### config.mk
export PLATFORM = sky130hd
export DESIGN_NAME = reg_window_ctrl
export DESIGN_NICKNAME = d
export VERILOG_FILES = /design/src/rtl/reg_window_pkg.sv /design/src/rtl/window_xfer_seq.sv /design/src/rtl/reg_window_ctrl.sv
export SDC_FILE = /design/constraint.sdc
export NUM_CORES = 1
export LEC_CHECK = 0
export CAP_MARGIN = 20
export CELL_PAD_IN_SITES_DETAIL_PLACEMENT = 1
export CELL_PAD_IN_SITES_GLOBAL_PLACEMENT = 1
export CORE_ASPECT_RATIO = 0.75
export CORE_MARGIN = 2
export CORE_UTILIZATION = 35
export CTS_CLUSTER_DIAMETER = 100
export CTS_CLUSTER_SIZE = 40
export DETAILED_ROUTE_END_ITERATION = 8
export GPL_ROUTABILITY_DRIVEN = 0
export HOLD_SLACK_MARGIN = 0.05
export MAX_ROUTING_LAYER = met4
export PLACE_DENSITY_LB_ADDON = 0.1
export SLEW_MARGIN = 20
export SYNTH_ARGS = -nofsm -noshare
export SYNTH_HDL_FRONTEND = slang
export SYNTH_SLANG_ARGS = --single-unit
### constraint.sdc
create_clock -name Clk -period 2.31 [get_ports Clk]
set_input_delay 0.462 -clock Clk [delete_from_list [all_inputs] [get_ports Clk]]
set_output_delay 0.462 -clock Clk [all_outputs]
set_load 0.01 [all_outputs]
### src/rtl/reg_window_pkg.sv
// rtl/reg_window_pkg.sv - shared types and constants for the register window controller
package reg_window_pkg;

  typedef enum logic [1:0] {
    ST_IDLE  = 2'd0,
    ST_SPILL = 2'd1,
    ST_FILL  = 2'd2
  } win_state_t;

  localparam int XFER_REGS_DEF = 16;

  localparam logic XFER_DIR_SPILL = 1'b0;
  localparam logic XFER_DIR_FILL  = 1'b1;

endpackage

### src/rtl/window_xfer_seq.sv
// rtl/window_xfer_seq.sv - beat sequencer for one spill/fill: valid/ack handshake and register index
module window_xfer_seq
  import reg_window_pkg::*;
#(
  parameter int XFER_REGS = XFER_REGS_DEF
) (
  input  logic       clk,
  input  logic       rst,
  input  logic       start,
  input  logic       ack,
  output logic       valid,
  output logic [3:0] idx,
  output logic       done
);

  logic       valid_q, valid_d;
  logic [3:0] idx_q, idx_d;
  logic       beat;

  assign beat = valid_q && ack;
  assign done = beat && (idx_q == 4'(XFER_REGS - 1));

  always_comb begin
    valid_d = valid_q;
    idx_d   = idx_q;
    if (start) begin
      valid_d = 1'b1;
      idx_d   = 4'd0;
    end else if (done) begin
      valid_d = 1'b0;
      idx_d   = 4'd0;
    end else if (beat) begin
      idx_d = idx_q + 4'd1;
    end
  end

  always_ff @(posedge clk or posedge rst) begin
    if (rst) begin
      valid_q <= 1'b0;
      idx_q   <= 4'd0;
    end else begin
      valid_q <= valid_d;
      idx_q   <= idx_d;
    end
  end

  assign valid = valid_q;
  assign idx   = idx_q;

endmodule

### src/rtl/reg_window_ctrl.sv
// rtl/reg_window_ctrl.sv - register window pointer/mask controller with spill/fill sequencing
// Optional spill/fill counters are built when REG_WINDOW_CTRL_STATS_EN is defined.
module reg_window_ctrl
  import reg_window_pkg::*;
#(
  parameter int NWINDOWS  = 8,
  parameter int XFER_REGS = XFER_REGS_DEF
) (
  input  logic                        Clk,
  input  logic                        Clr,
  input  logic                        save_req,
  input  logic                        restore_req,
  input  logic                        wim_load,
  input  logic [NWINDOWS-1:0]         wim_in,
  input  logic                        xfer_ack,
  output logic [$clog2(NWINDOWS)-1:0] cwp,
  output logic [NWINDOWS-1:0]         wim,
  output logic                        xfer_valid,
  output logic                        xfer_dir,
  output logic [$clog2(NWINDOWS)-1:0] xfer_win,
  output logic [3:0]                  xfer_idx,
  output logic                        busy,
  output logic                        op_done
`ifdef REG_WINDOW_CTRL_STATS_EN
  ,
  output logic [15:0]                 spill_cnt,
  output logic [15:0]                 fill_cnt
`endif
);

  localparam int CW = $clog2(NWINDOWS);
  localparam logic [NWINDOWS-1:0] WIM_RESET = NWINDOWS'(2);

  win_state_t          state_q, state_d;
  logic [CW-1:0]       cwp_q, cwp_d;
  logic [NWINDOWS-1:0] wim_q, wim_d;
  logic [CW-1:0]       xfer_win_q, xfer_win_d;
  logic                xfer_dir_q, xfer_dir_d;
  logic                busy_q, busy_d;
  logic                op_done_q, op_done_d;
  logic                seq_start, seq_done;
  logic [CW-1:0]       save_win, rest_win;

  assign save_win = cwp_q - CW'(1);
  assign rest_win = cwp_q + CW'(1);

  window_xfer_seq #(.XFER_REGS(XFER_REGS)) u_seq (
    .clk   (Clk),
    .rst   (Clr),
    .start (seq_start),
    .ack   (xfer_ack),
    .valid (xfer_valid),
    .idx   (xfer_idx),
    .done  (seq_done)
  );

  always_comb begin
    state_d    = state_q;
    cwp_d      = cwp_q;
    wim_d      = wim_q;
    xfer_win_d = xfer_win_q;
    xfer_dir_d = xfer_dir_q;
    busy_d     = busy_q;
    op_done_d  = 1'b0;
    seq_start  = 1'b0;
    case (state_q)
      ST_IDLE: begin
        if (wim_load) begin
          wim_d = wim_in;
        end else if (save_req && !restore_req) begin
          if (wim_q[save_win]) begin
            state_d    = ST_SPILL;
            xfer_win_d = save_win;
            xfer_dir_d = XFER_DIR_SPILL;
            busy_d     = 1'b1;
            seq_start  = 1'b1;
          end else begin
            cwp_d     = save_win;
            op_done_d = 1'b1;
          end
        end else if (restore_req && !save_req) begin
          if (wim_q[rest_win]) begin
            state_d    = ST_FILL;
            xfer_win_d = rest_win;
            xfer_dir_d = XFER_DIR_FILL;
            busy_d     = 1'b1;
            seq_start  = 1'b1;
          end else begin
            cwp_d     = rest_win;
            op_done_d = 1'b1;
          end
        end
      end
      default: begin
        // The invalid marker follows the moved window: right after a spill, left after a fill.
        if (seq_done) begin
          state_d   = ST_IDLE;
          busy_d    = 1'b0;
          cwp_d     = xfer_win_q;
          op_done_d = 1'b1;
          if (state_q == ST_SPILL) wim_d = {wim_q[0], wim_q[NWINDOWS-1:1]};
          else                     wim_d = {wim_q[NWINDOWS-2:0], wim_q[NWINDOWS-1]};
        end
      end
    endcase
  end

  always_ff @(posedge Clk or posedge Clr) begin
    if (Clr) begin
      state_q    <= ST_IDLE;
      cwp_q      <= '0;
      wim_q      <= WIM_RESET;
      xfer_win_q <= '0;
      xfer_dir_q <= XFER_DIR_SPILL;
      busy_q     <= 1'b0;
      op_done_q  <= 1'b0;
    end else begin
      state_q    <= state_d;
      cwp_q      <= cwp_d;
      wim_q      <= wim_d;
      xfer_win_q <= xfer_win_d;
      xfer_dir_q <= xfer_dir_d;
      busy_q     <= busy_d;
      op_done_q  <= op_done_d;
    end
  end

  assign cwp      = cwp_q;
  assign wim      = wim_q;
  assign xfer_win = xfer_win_q;
  assign xfer_dir = xfer_dir_q;
  assign busy     = busy_q;
  assign op_done  = op_done_q;

`ifdef REG_WINDOW_CTRL_STATS_EN
  logic [15:0] spill_cnt_q, spill_cnt_d;
  logic [15:0] fill_cnt_q, fill_cnt_d;

  always_comb begin
    spill_cnt_d = spill_cnt_q;
    fill_cnt_d  = fill_cnt_q;
    if (seq_done && state_q == ST_SPILL && spill_cnt_q != 16'hFFFF) spill_cnt_d = spill_cnt_q + 16'd1;
    if (seq_done && state_q == ST_FILL  && fill_cnt_q  != 16'hFFFF) fill_cnt_d  = fill_cnt_q + 16'd1;
  end

  always_ff @(posedge Clk or posedge Clr) begin
    if (Clr) begin
      spill_cnt_q <= 16'd0;
      fill_cnt_q  <= 16'd0;
    end else begin
      spill_cnt_q <= spill_cnt_d;
      fill_cnt_q  <= fill_cnt_d;
    end
  end

  assign spill_cnt = spill_cnt_q;
  assign fill_cnt  = fill_cnt_q;
`endif

endmodule

==> metrics.txt, run 1 <==
synthesized net count=176; Startpoint Class=flop; Worst setup EP type=flop; Nets=227; top-count cell post-synth=dfrtp_1; PD cells=1580 nW/um^2; global-route wire length before repair=7510 um; Antenna Violating Nets Remaining=0; Pleak=0.000949 uW; Tot Pwr=3590 uW; # DRC=0; Area Growth Syn to Fin=38.1%; Clock Latency Late Sink=0.27 ns; worst path arrival time=2.40 ns; max_slew headroom=71.7%; critical path class=flop to flop; RSZ-0062 raised after global routing=yes; Simple-Gate Fraction of Synth Area=13.3%; CTS tree=done; H-tree Lvls=1; post-synthesis mux area share=22.9%; Synth Area in XOR/XNOR=3.66%; max cap viols=0; Synth top area share=35.1%; die area=5260 sq um; status=complete, no violations; adder-cell share of the synthesized area=3.81%; flop and latch count out of synthesis=24; first drt pass iteration count=4; Peak Freq=445 MHz; Final HPWL DP=3400 um; clock-pin slew on the worst setup and hold paths=0.09 ns; Clock Sinks=24; row count=21; largest cells by area after synthesis=dfrtp_1, mux2_2, mux2i_1; Post-Synthesis Cells=157; register area=602 sq um; CTS Buffer Depth=2; CTS Buf Count=3; placed cells=256; largest fanout on the critical path=7; VDD IR max=0.700 mV; endpoints failing setup=0; post-synthesis sequential area ratio=36.7%; multi-input logic area=985 sq um; vias in the first global route=1461; die height=63.3 um; HP Class=input pin to asynchronous set/reset pin; ANT cells=0; 1st-iter DRT viols=38; clock root buffer master=clkbuf_8; GR Util All Layers=18.3%; minimum clock period after layout=2.25 ns; number of synthesized flops with an enable pin=0; Post-Syn Area per Cell=10.5 sq um; dominant synthesized flop cell=dfrtp_1; Slew Limit Fails=0; grt total ovfl=0; WL per Instance=17.1 um; largest family of logic cells by synthesized area=multiplexers; Layout Cells excl Fill=264; largest net degree at the start of global routing=25; crit share post-route=97.3%; Compound-Gate Fraction of Synth Area=15.3%; Worst Path Required=2.46 ns; Synth warnings=0; core box area=4490 sq um; proportion of layout cells with a drive suffix above 1=27.5%; via density per instance=5.26; port bufs=35; final hold vios=0; CTS Hold Bufs=0; Slew @ Worst Pin=0.425 ns; Initial Util=36.5%; asr flop ratio synth=100%; cell taking the most area after synthesis=dfrtp_1; die width=83.1 um; Total Wirelength=4510 um; library cells used by synthesis=43; fillers=492; Synth Cell Area=1640 sq um; via count=1389; final clock skew=0.00557 ns; initial antenna violation count=0; Ports=36; Synth top cells by count=dfrtp_1, nand2_1, o21ai_0
## worst max-delay path, stage by stage (launching register included)
cell and delay, ns:
dfrtp_1 0.40, inv_2 0.07, ha_4 0.31, mux4_2 0.50, mux2_4 0.34, a31oi_4 0.20
mux2_4 0.32
## power by group
group / total [uW] / internal (uW) / switching [uW] / leakage (uW)
combinational: 2330 / 1300 / 1030 / 0.000630
sequential: 889 / 617 / 272 / 0.000283
clock: 370 / 232 / 139 / 0.0000357
## metal layers
metal | track usage, % | share of wire [%] | vias to the layer above
met1 | 24.7 | 49 | 692
met3 | 3.54 | 3.3 | 2
met4 | 2.66 | 0.47 | 0
li1 | - | - | 669
met2 | 29.5 | 47 | 26
met5 | - | 0 | -
## cells by family after synthesis
family                   after synthesis
multiplexers                          28
adder cells (fa/ha/maj)                5
XOR/XNOR                               6
AO/OA/AOI/OAI                         36
flip-flops                            24
buffers and inverters                 16
AND/OR/NAND/NOR                       42
## per-stage QoR
| step | setup WS, ns | hold slack (ns) | TNS (ns) | utilization, % | area (sq um) |
|---|---|---|---|---|---|
| detailed placement | -0.0755 | 0.532 | -0.227 | 48.1 | 2160 |
| global route | -0.0213 | 0.575 | -0.0510 | 50.5 | 2270 |
| CTS | 0.0211 | 0.553 | 0 | 49.8 | 2240 |
| finish | 0.0625 | 0.547 | 0 | 50.5 | 2270 |
| global placement | -0.0200 | 0.529 | -0.0399 | 48.1 | 2160 |
| floorplan | -0.0545 | 0.476 | -0.121 | - | 1660 |
## cell type report
type	instances	share of cell area [%]
multi-input combinational	117	43.4
inverter	8	1.43
clock buffer	3	1.82
clock inverter	1	1.32
tap	57	3.15
timing repair buffer	54	22.3
sequential	24	26.5
## path summary, 6_finish.rpt
kind	from	to	slack [ns]	cells after the start
hold reg to reg	xfer_dir$_DFFE_PP0P_	xfer_dir$_DFFE_PP0P_	0.55	2
hold / removal	Clr	u_seq.idx[1]$_DFFE_PP0P_	0.55	3
setup reg to reg	cwp[1]$_DFFE_PP0P_	xfer_win[2]$_DFFE_PP0P_	0.06	6
min in group Clk	xfer_dir$_DFFE_PP0P_	xfer_dir$_DFFE_PP0P_	0.55	2
setup / recovery	cwp[1]$_DFFE_PP0P_	xfer_win[2]$_DFFE_PP0P_	0.06	6
max in group asynchronous	Clr	wim[1]$_DFFE_PP1P_	1.46	3
## what timing repair did
action / in CTS / in global routing
resized for setup: 0 / 2
pin swaps: 1 / 0
endpoints found under the setup margin: 3 / 5
hold endpoints to repair: 0 / 0
setup buffers: 1 / 3
## state kept, by name (all words and copies together), names as in the netlist
| signal | cells |
|---|---|
| xfer_win | 3 |
| cwp | 3 |
| xfer_dir | 1 |
| wim | 8 |
| busy | 1 |
| op_done | 1 |
| u_seq.valid | 1 |
| u_seq.idx | 4 |
| state_q | 2 |
## placed cells by master, fill, tap and decap left out, types with 2 or more instances in the layout
| master | Yosys | final |
|---|---|---|
| a21o_1 | 3 | 3 |
| a21oi_1 | 5 | 5 |
| a22oi_1 | 2 | 2 |
| a31oi_1 | 2 | 2 |
| buf_4 | 0 | 18 |
| clkbuf_8 | 0 | 3 |
| clkdlybuf4s50_1 | 0 | 35 |
| dfrtp_1 | 23 | 23 |
| ha_1 | 5 | 4 |
| inv_1 | 8 | 6 |
| mux2_2 | 10 | 10 |
| mux2_4 | 4 | 4 |
| mux2i_1 | 9 | 9 |
| mux4_2 | 4 | 4 |
| nand2_1 | 15 | 15 |
| nand3_1 | 5 | 4 |
| nand4_1 | 2 | 2 |
| nor2_1 | 7 | 7 |
| nor3_1 | 5 | 5 |
| o211ai_1 | 2 | 2 |
| o21ai_0 | 14 | 14 |
| xnor2_1 | 2 | 2 |
| xor2_1 | 3 | 3 |
Power figures use the tool's default switching activity.
==> inputs of run 2 (changes only) <==
- CORE_UTILIZATION: 35 -> 42
- clock period: 2.31 -> 2.6 ns (I/O delays scaled with it)
==> run 2 against run 1 <==
Count of clock-buffer cells in the layout increased by 1. Worst hold slack better by 0.013 ns. Sequential cell count unchanged. Power fell by 20%. Critical endpoint unchanged. Via count decreased by 2.4%. Clock skew down 0.0019 ns. Sequential power shrank 12%. Critical path type unchanged. Highest routed layer unchanged. Die area fell by 16%. Global-route usage increased by 3.4 points. First-iteration DRC count is 100% higher. Cell count fell by 5.3%.
==> metrics.txt, run 2 (same netlist as run 1, synthesis figures left out) <==
RSZ-0062 raised after global routing=no (was yes); proportion of layout cells with a drive suffix above 1=21.7% (was 27.5%); number of post-CTS setup repair buffers=0 (was 1); critical path class=flop to flop (unchanged); final clock skew=0.00371 ns (was 0.00557 ns); clock-pin slew on the worst setup and hold paths=0.09 ns (about the same); via count=1356 (was 1389); Worst Hold Path Cells=2; CTS Buf Count=3 (unchanged); worst r2r src=cwp[0]$_DFFE_PP0P_ (was cwp[1]$_DFFE_PP0P_); Area Growth Syn to Fin=30.0% (was 38.1%); Layout Utilization=57.6% (was 50.5%); Antenna Violating Nets Remaining=0 (unchanged); Slew Limit Fails=0 (unchanged); minimum clock period after layout=2.41 ns (was 2.25 ns); CTS Buffer Depth=2 (unchanged); WL per Instance=16.9 um (was 17.1 um); status=complete, no violations (unchanged); PD cells=1340 nW/um^2 (was 1580 nW/um^2); Layout Cells excl Fill=250 (was 264); Clock Latency Late Sink=0.27 ns (about the same); Worst setup EP type=flop (unchanged); Hold Path End=busy$_DFFE_PP0P_; row count=19 (was 21); PostCTS Resize Cnt=0 (unchanged); vias in the first global route=1432 (was 1461); largest net degree at the start of global routing=25 (unchanged); placed cells=246 (was 256); CTS Hold Bufs=0 (unchanged); Ports=36 (unchanged); Total Wirelength=4220 um (was 4510 um); largest fanout on the critical path=7 (unchanged); H-tree Lvls=1 (unchanged); via density per instance=5.42 (was 5.26); die height=58.1 um (was 63.3 um); initial antenna violation count=0 (unchanged); Pleak=0.000887 uW (was 0.000949 uW); max cap viols=0 (unchanged); global-route wire length before repair=7290 um (was 7510 um); most frequent cells in the layout=clkdlybuf4s50_1, dfrtp_1, nand2_1, o21ai_0 (was clkdlybuf4s50_1, dfrtp_1, buf_4, nand2_1, o21ai_0); die area=4430 sq um (was 5260 sq um); Initial Util=44.3% (was 36.5%); first drt pass iteration count=4 (unchanged); hold path start=busy$_DFFE_PP0P_; reg-to-reg endpoint=xfer_win[2]$_DFFE_PP0P_ (unchanged); TNS Setup=0 ns (unchanged); endpoints failing setup=0 (unchanged); fin area=2130 sq um (was 2270 sq um); CTS tree=done (unchanged); 1st-iter DRT viols=77 (was 38); core box area=3710 sq um (was 4490 sq um); # DRC=0 (unchanged); HP Class=flop to flop (was input pin to asynchronous set/reset pin); port bufs=35 (unchanged); R2R Setup Slk=0.19 ns (was 0.06 ns); grt total ovfl=0 (unchanged); Startpoint Class=flop (unchanged); Final HPWL DP=3220 um (was 3400 um); worst path arrival time=2.57 ns (was 2.40 ns); Nets=218 (was 227); Worst Path Required=2.76 ns (was 2.46 ns); Slew @ Worst Pin=0.436 ns (was 0.425 ns); ANT cells=0 (unchanged); Largest register FFs=8 (unchanged); clock root buffer master=clkbuf_8 (unchanged); max_slew headroom=70.9% (was 71.7%); final hold vios=0 (unchanged); most common cell after layout, fill and taps aside=clkdlybuf4s50_1 (unchanged); Clock Sinks=24 (unchanged); GR Util All Layers=21.7% (was 18.3%); Placement Cell Area=2090 sq um (was 2160 sq um); Reg2Reg Depth=6 (unchanged); Peak Freq=415 MHz (was 445 MHz); VDD IR max=0.690 mV (was 0.700 mV); crit share post-route=92.8% (was 97.3%); die width=76.2 um (was 83.1 um)
[run 2: cell count changes in the layout (fill, tap and decap cells not counted), sizes merged]
cell    change
buf         -9
clkbuf      +1
bufinv      -1
[run 2: layer usage]
layer / GRT usage (%) / share of wire (%) / vias to the layer above
li1: - / - / 660
met1: 29.0 / 49 / 662
met2: 34.2 / 47 / 30
met3: 4.83 / 3.7 / 4
met4: 5.19 / 0.71 / 0
met5: - / 0 / -
[run 2: power by group]
group	leakage (uW)	switching [uW]	total (uW)	internal [uW]
combinational	0.000581	839	1850	1010
sequential	0.000283	238	786	549
clock	0.0000228	124	234	110
total	0.000887	1200	2870	1670
[run 2: area by class of cell]
| class | instances | area (sq um) |
|---|---|---|
| tap | 52 | 65.1 |
| inverter | 8 | 30.0 |
| timing repair buffer | 45 | 425 |
| sequential | 24 | 602 |
| fill | 416 | 1570 |
| clock buffer | 4 | 45.0 |
| multi-input combinational | 117 | 967 |
[run 2: critical path, cell delays in order, from the launching register on]
cell,delay (ns)
dfrtp_1,0.36
inv_1,0.08
ha_1,0.42
mux4_2,0.53
mux2_4,0.33
a31oi_4,0.26
mux2_4,0.32
[run 2: stage by stage]
stage	setup slack, ns	total power (uW)	hold slack, ns
floorplan	0.0977	2010	0.534
global placement	0.178	2580	0.525
detailed placement	0.0940	2640	0.539
CTS	0.193	2880	0.563
global route	0.0889	3090	0.572
finish	0.188	2870	0.560
[run 2: worst max path at each step]
stage	start	to	slack, ns	depth (start not counted)
2_1_floorplan	cwp[0]$_DFFE_PP0P_	xfer_win[0]$_DFFE_PP0P_	0.1	8
6_report	cwp[0]$_DFFE_PP0P_	xfer_win[2]$_DFFE_PP0P_	0.19	6
5_1_grt	cwp[0]$_DFFE_PP0P_	xfer_win[2]$_DFFE_PP0P_	0.09	6
3_3_place_gp	save_req	xfer_win[0]$_DFFE_PP0P_	0.18	8
3_5_place_dp	save_req	xfer_win[0]$_DFFE_PP0P_	0.09	8
4_1_cts	cwp[0]$_DFFE_PP0P_	xfer_win[2]$_DFFE_PP0P_	0.19	6
==> patch 1: new RTL, flow settings as in run 2 <==
Add a define of `REG_WINDOW_CTRL_STATS_EN`.
--- a/src/rtl/reg_window_ctrl.sv
+++ b/src/rtl/reg_window_ctrl.sv
@@ -1,4 +1,6 @@
 // rtl/reg_window_ctrl.sv - register window pointer/mask controller with spill/fill sequencing
 // Optional spill/fill counters are built when REG_WINDOW_CTRL_STATS_EN is defined.
+`define REG_WINDOW_CTRL_STATS_EN
+
 module reg_window_ctrl
   import reg_window_pkg::*;
Check against the original RTL (old outputs only; new: fill_cnt and spill_cnt): equivalent (equiv_simple and equiv_induct, registers matched by name and starting in step).
==> patch 1 against run 2 <==
Power up 22%. Largest cell class unchanged. Sequential cell count up 32. Combinational power fell by 13%. Area after synthesis increased by 82%. Wire length up 72%. Cell area rose by 84%. Largest power group unchanged. Non-clock buffer count up 31. Worst setup slack got worse by 44 ps. Worst hold slack lost 60 ps. Via count is 78% higher.
==> patch 1: results (changes against run 2) <==
| Metric | Value |
|---|---|
| Xor/xnor cell area share of the yosys netlist | 0.0967 (+0.0601) |
| Max Clock Skew | 10.6 ps (+6.86 ps) |
| Detailed-route via count | 2418 (+78%) |
| Synthesized net count | 301 (+71%) |
| Compound-cell area share of the yosys netlist | 0.108 (-0.0456) |
| Synth Area in Adders | 0.0293 (-0.00880) |
| Pin count of the biggest net entering global routing | 57 (+130%) |
| Wire length of the first global-routing pass | 12400 um (+70%) |
| Worst IR drop on VDD | 0.000595 V (-14%) |
| Slowest library cell on the worst path | sky130_fd_sc_hd__mux4_1 |
| CTS HTree Levels | 2 (+1) |
| Post-placement cell area | 3820 um^2 (+83%) |
| Via count of the first global-routing pass | 2454 (+71%) |
| Placed wire-length estimate | 5320 um (+65%) |
| Gates resized, CTS repair | 0 (unchanged) |
| Port buffer count | 67 (+91%) |
| CP Data Arrival Time | 2650 ps (+80 ps) |
| Met1 Track Usage GR | 0.297 (+0.00683) |
| Clock input transition at the sequential cells of the worst setup and hold paths | 110 ps (+20 ps) |
| Proportion of layout cells with a drive suffix above 1 | 0.107 (-0.110) |
| Clock root cell | sky130_fd_sc_hd__clkbuf_8 |
| Routing usage on met2 | 0.300 (-0.0418) |
| Filler-free cell count of the finished design | 453 (+81%) |
| Total routed wirelength | 7260 um (+72%) |
| Starting DRT DRC Count | 79 (+2.6%) |
| Metal1 wirelength | 3670 um (+78%) |
| Count of cell types in the netlist | 54 (+26%) |
| Met3 layer usage reported by global route | 0.0346 (-0.0136) |
| Utilization after layout | 0.573 (-0.00266) |
| Metal2 WL | 3310 um (+67%) |
| Nets@finish | 375 (+72%) |
| CP max stage delay | 640 ps (+110 ps) |
| Number of standard cells after synthesis | 280 (+78%) |
| Leading post-synthesis cells by cell area | sky130_fd_sc_hd__dfrtp_1, sky130_fd_sc_hd__xnor2_1, sky130_fd_sc_hd__nand2_1, sky130_fd_sc_hd__mux2i_1, sky130_fd_sc_hd__ha_1 |
| Result of the run | finished clean |
| Fill cell count | 762 (+83%) |
| Met3 Routed Length | 235 um (+52%) |
| Proportion of synthesized chip area in sequential cells | 0.469 (+0.103) |
| Worst setup slack after placement | 29.7 ps (-64.3 ps) |
| Standby leakage power | 1.72 nW (+93%) |
==> patch 1: power by group through the flow <==
stage | clock network [mW] | logic [mW] | registers [mW]
floorplan | 0 | 0.973 | 1.30
global placement | 0 | 1.57 | 1.29
detailed placement | 0 | 1.62 | 1.30
CTS | 0.606 | 1.63 | 1.28
global route | 0.640 | 1.76 | 1.32
finish | 0.589 | 1.61 | 1.28
==> patch 1: cell type report <==
type	count	share of cell area
Clock buffer	6	0.0185
Clock inverter	2	0.00986
Inverter	13	0.0124
Multi-Input combinational cell	202	0.381
Sequential cell	56	0.357
Tap cell	98	0.0312
Timing Repair Buffer	76	0.191
==> patch 1: worst paths after layout <==
kind	from	to	slack [ps]	cells past startpoint
worst min register to register	spill_cnt[8]	spill_cnt[8]	500	1
worst max register to register	cwp[1]	xfer_win[2]	140	7
max in group asynchronous	Clr	wim[1]	1720	3
worst min-delay path	spill_cnt[8]	spill_cnt[8]	500	1
min in group asynchronous	Clr	spill_cnt[13]	560	3
worst max-delay path	cwp[1]	xfer_win[2]	140	7
==> patch 2: new RTL, config.mk and constraints of run 2 <==
Made on the original files. `NWINDOWS`: 8 -> 16.
--- a/src/rtl/reg_window_ctrl.sv
+++ b/src/rtl/reg_window_ctrl.sv
@@ -4,5 +4,5 @@
   import reg_window_pkg::*;
 #(
-  parameter int NWINDOWS  = 8,
+  parameter int NWINDOWS  = 16,
   parameter int XFER_REGS = XFER_REGS_DEF
 ) (
Interface: changed (resized cwp, wim, wim_in and xfer_win); port bits go from 36 to 54. No check against the original RTL was run, so the function may have changed too.
==> patch 2 against run 2 <==
Area after synthesis up 36%. Wire length grew 54%. Sequential cell count increased by 10. Highest routed layer unchanged. Largest cell class unchanged. Critical path type unchanged. First-iteration DRC count is 42% higher. Power increased by 44%. Fmax down 3.7%. Cell area grew 45%. Clock skew increased by 4.6 ps. Utilization up 4.0 points. Worst setup slack worse by 93 ps. Clock power is 110% higher. Combinational power grew 43%.
==> patch 2: results (changes against run 2) <==
| Metric | Value |
|---|---|
| Leading post-synthesis cells by cell area | sky130_fd_sc_hd__dfrtp_1, sky130_fd_sc_hd__mux2i_1, sky130_fd_sc_hd__mux4_2, sky130_fd_sc_hd__a21oi_1, sky130_fd_sc_hd__o21ai_0 |
| Starting DRT DRC Count | 109 (+42%) |
| Hold depth | 1 (-1) |
| Metal2 WL | 3110 um (+57%) |
| Synthesized net count | 256 (+45%) |
| Worst IR drop on VDD | 0.000530 V (-23%) |
| Minimum setup slack among reg-to-reg paths | 100 ps (-90 ps) |
| Standby leakage power | 1.32 nW (+49%) |
| GR Util All Layers | 0.262 (+0.0452) |
| R2R cell count | 7 (+1) |
| Proportion of layout cells with a drive suffix above 1 | 0.189 (-0.0286) |
| Metal1 wirelength | 3130 um (+52%) |
| Port buffer count | 53 (+51%) |
| Gates resized, CTS repair | 2 (+2) |
| Count of placed standard cells including taps | 361 (+47%) |
| Ranking of synthesized cells by instance count | sky130_fd_sc_hd__dfrtp_1, sky130_fd_sc_hd__nor2_1, sky130_fd_sc_hd__a21oi_1, sky130_fd_sc_hd__mux2i_1 |
| Met3 layer usage reported by global route | 0.0372 (-0.0111) |
| CP Data Arrival Time | 2680 ps (+110 ps) |
| Clock group power | 0.497 mW (+110%) |
| Headroom to the max-slew limit | 0.479 (-0.230) |
| Mux share of post-synthesis cell area | 0.214 (-0.0147) |
| Slowest library cell on the worst path | sky130_fd_sc_hd__mux4_1 |
| Internal Pwr Total | 2.36 mW (+42%) |
| Flip-flop count of the largest register after layout | 16 (+8) |
| Number of standard cells after synthesis | 229 (+46%) |
| TritonCTS Buffers | 5 (+2) |
| Xor/xnor cell area share of the yosys netlist | 0.0348 (-0.00177) |
| Proportion of synthesized chip area in sequential cells | 0.382 (+0.0158) |
| Result of the run | finished clean |
| Filler-free cell count of the finished design | 369 (+48%) |
## patch 2: cell types whose count changed after synthesis, sizes merged, moves of 6 or more
| cell | before | now |
|---|---|---|
| mux2 | 14 | 7 |
| mux2i | 10 | 21 |
| clkbuf | 2 | 9 |
| nor2 | 8 | 23 |
| a21oi | 5 | 22 |
| o21ai | 14 | 20 |
| dfrtp | 23 | 33 |
## patch 2: per-stage QoR
step | setup WS [ps] | cell area [um^2] | setup TNS [ps] | hold WS (ps)
2_1_floorplan | 16.2 | 2240 | 0 | 505
3_3_place_gp | -119 | 2950 | -579 | 488
3_5_place_dp | -200 | 2950 | -2830 | 493
4_1_cts | 12.1 | 3070 | 0 | 512
5_1_grt | -24.4 | 3090 | -70.0 | 547
6_report | 95.1 | 3090 | 0 | 513
## patch 2: final cells by class
class	instances	share of cell area
multi-input cells	171	0.421
flip-flops and latches	34	0.277
repair buffers	75	0.225
well taps	72	0.0292
clock buffers	5	0.0223
clock inverters	3	0.0146
inverters	9	0.0109
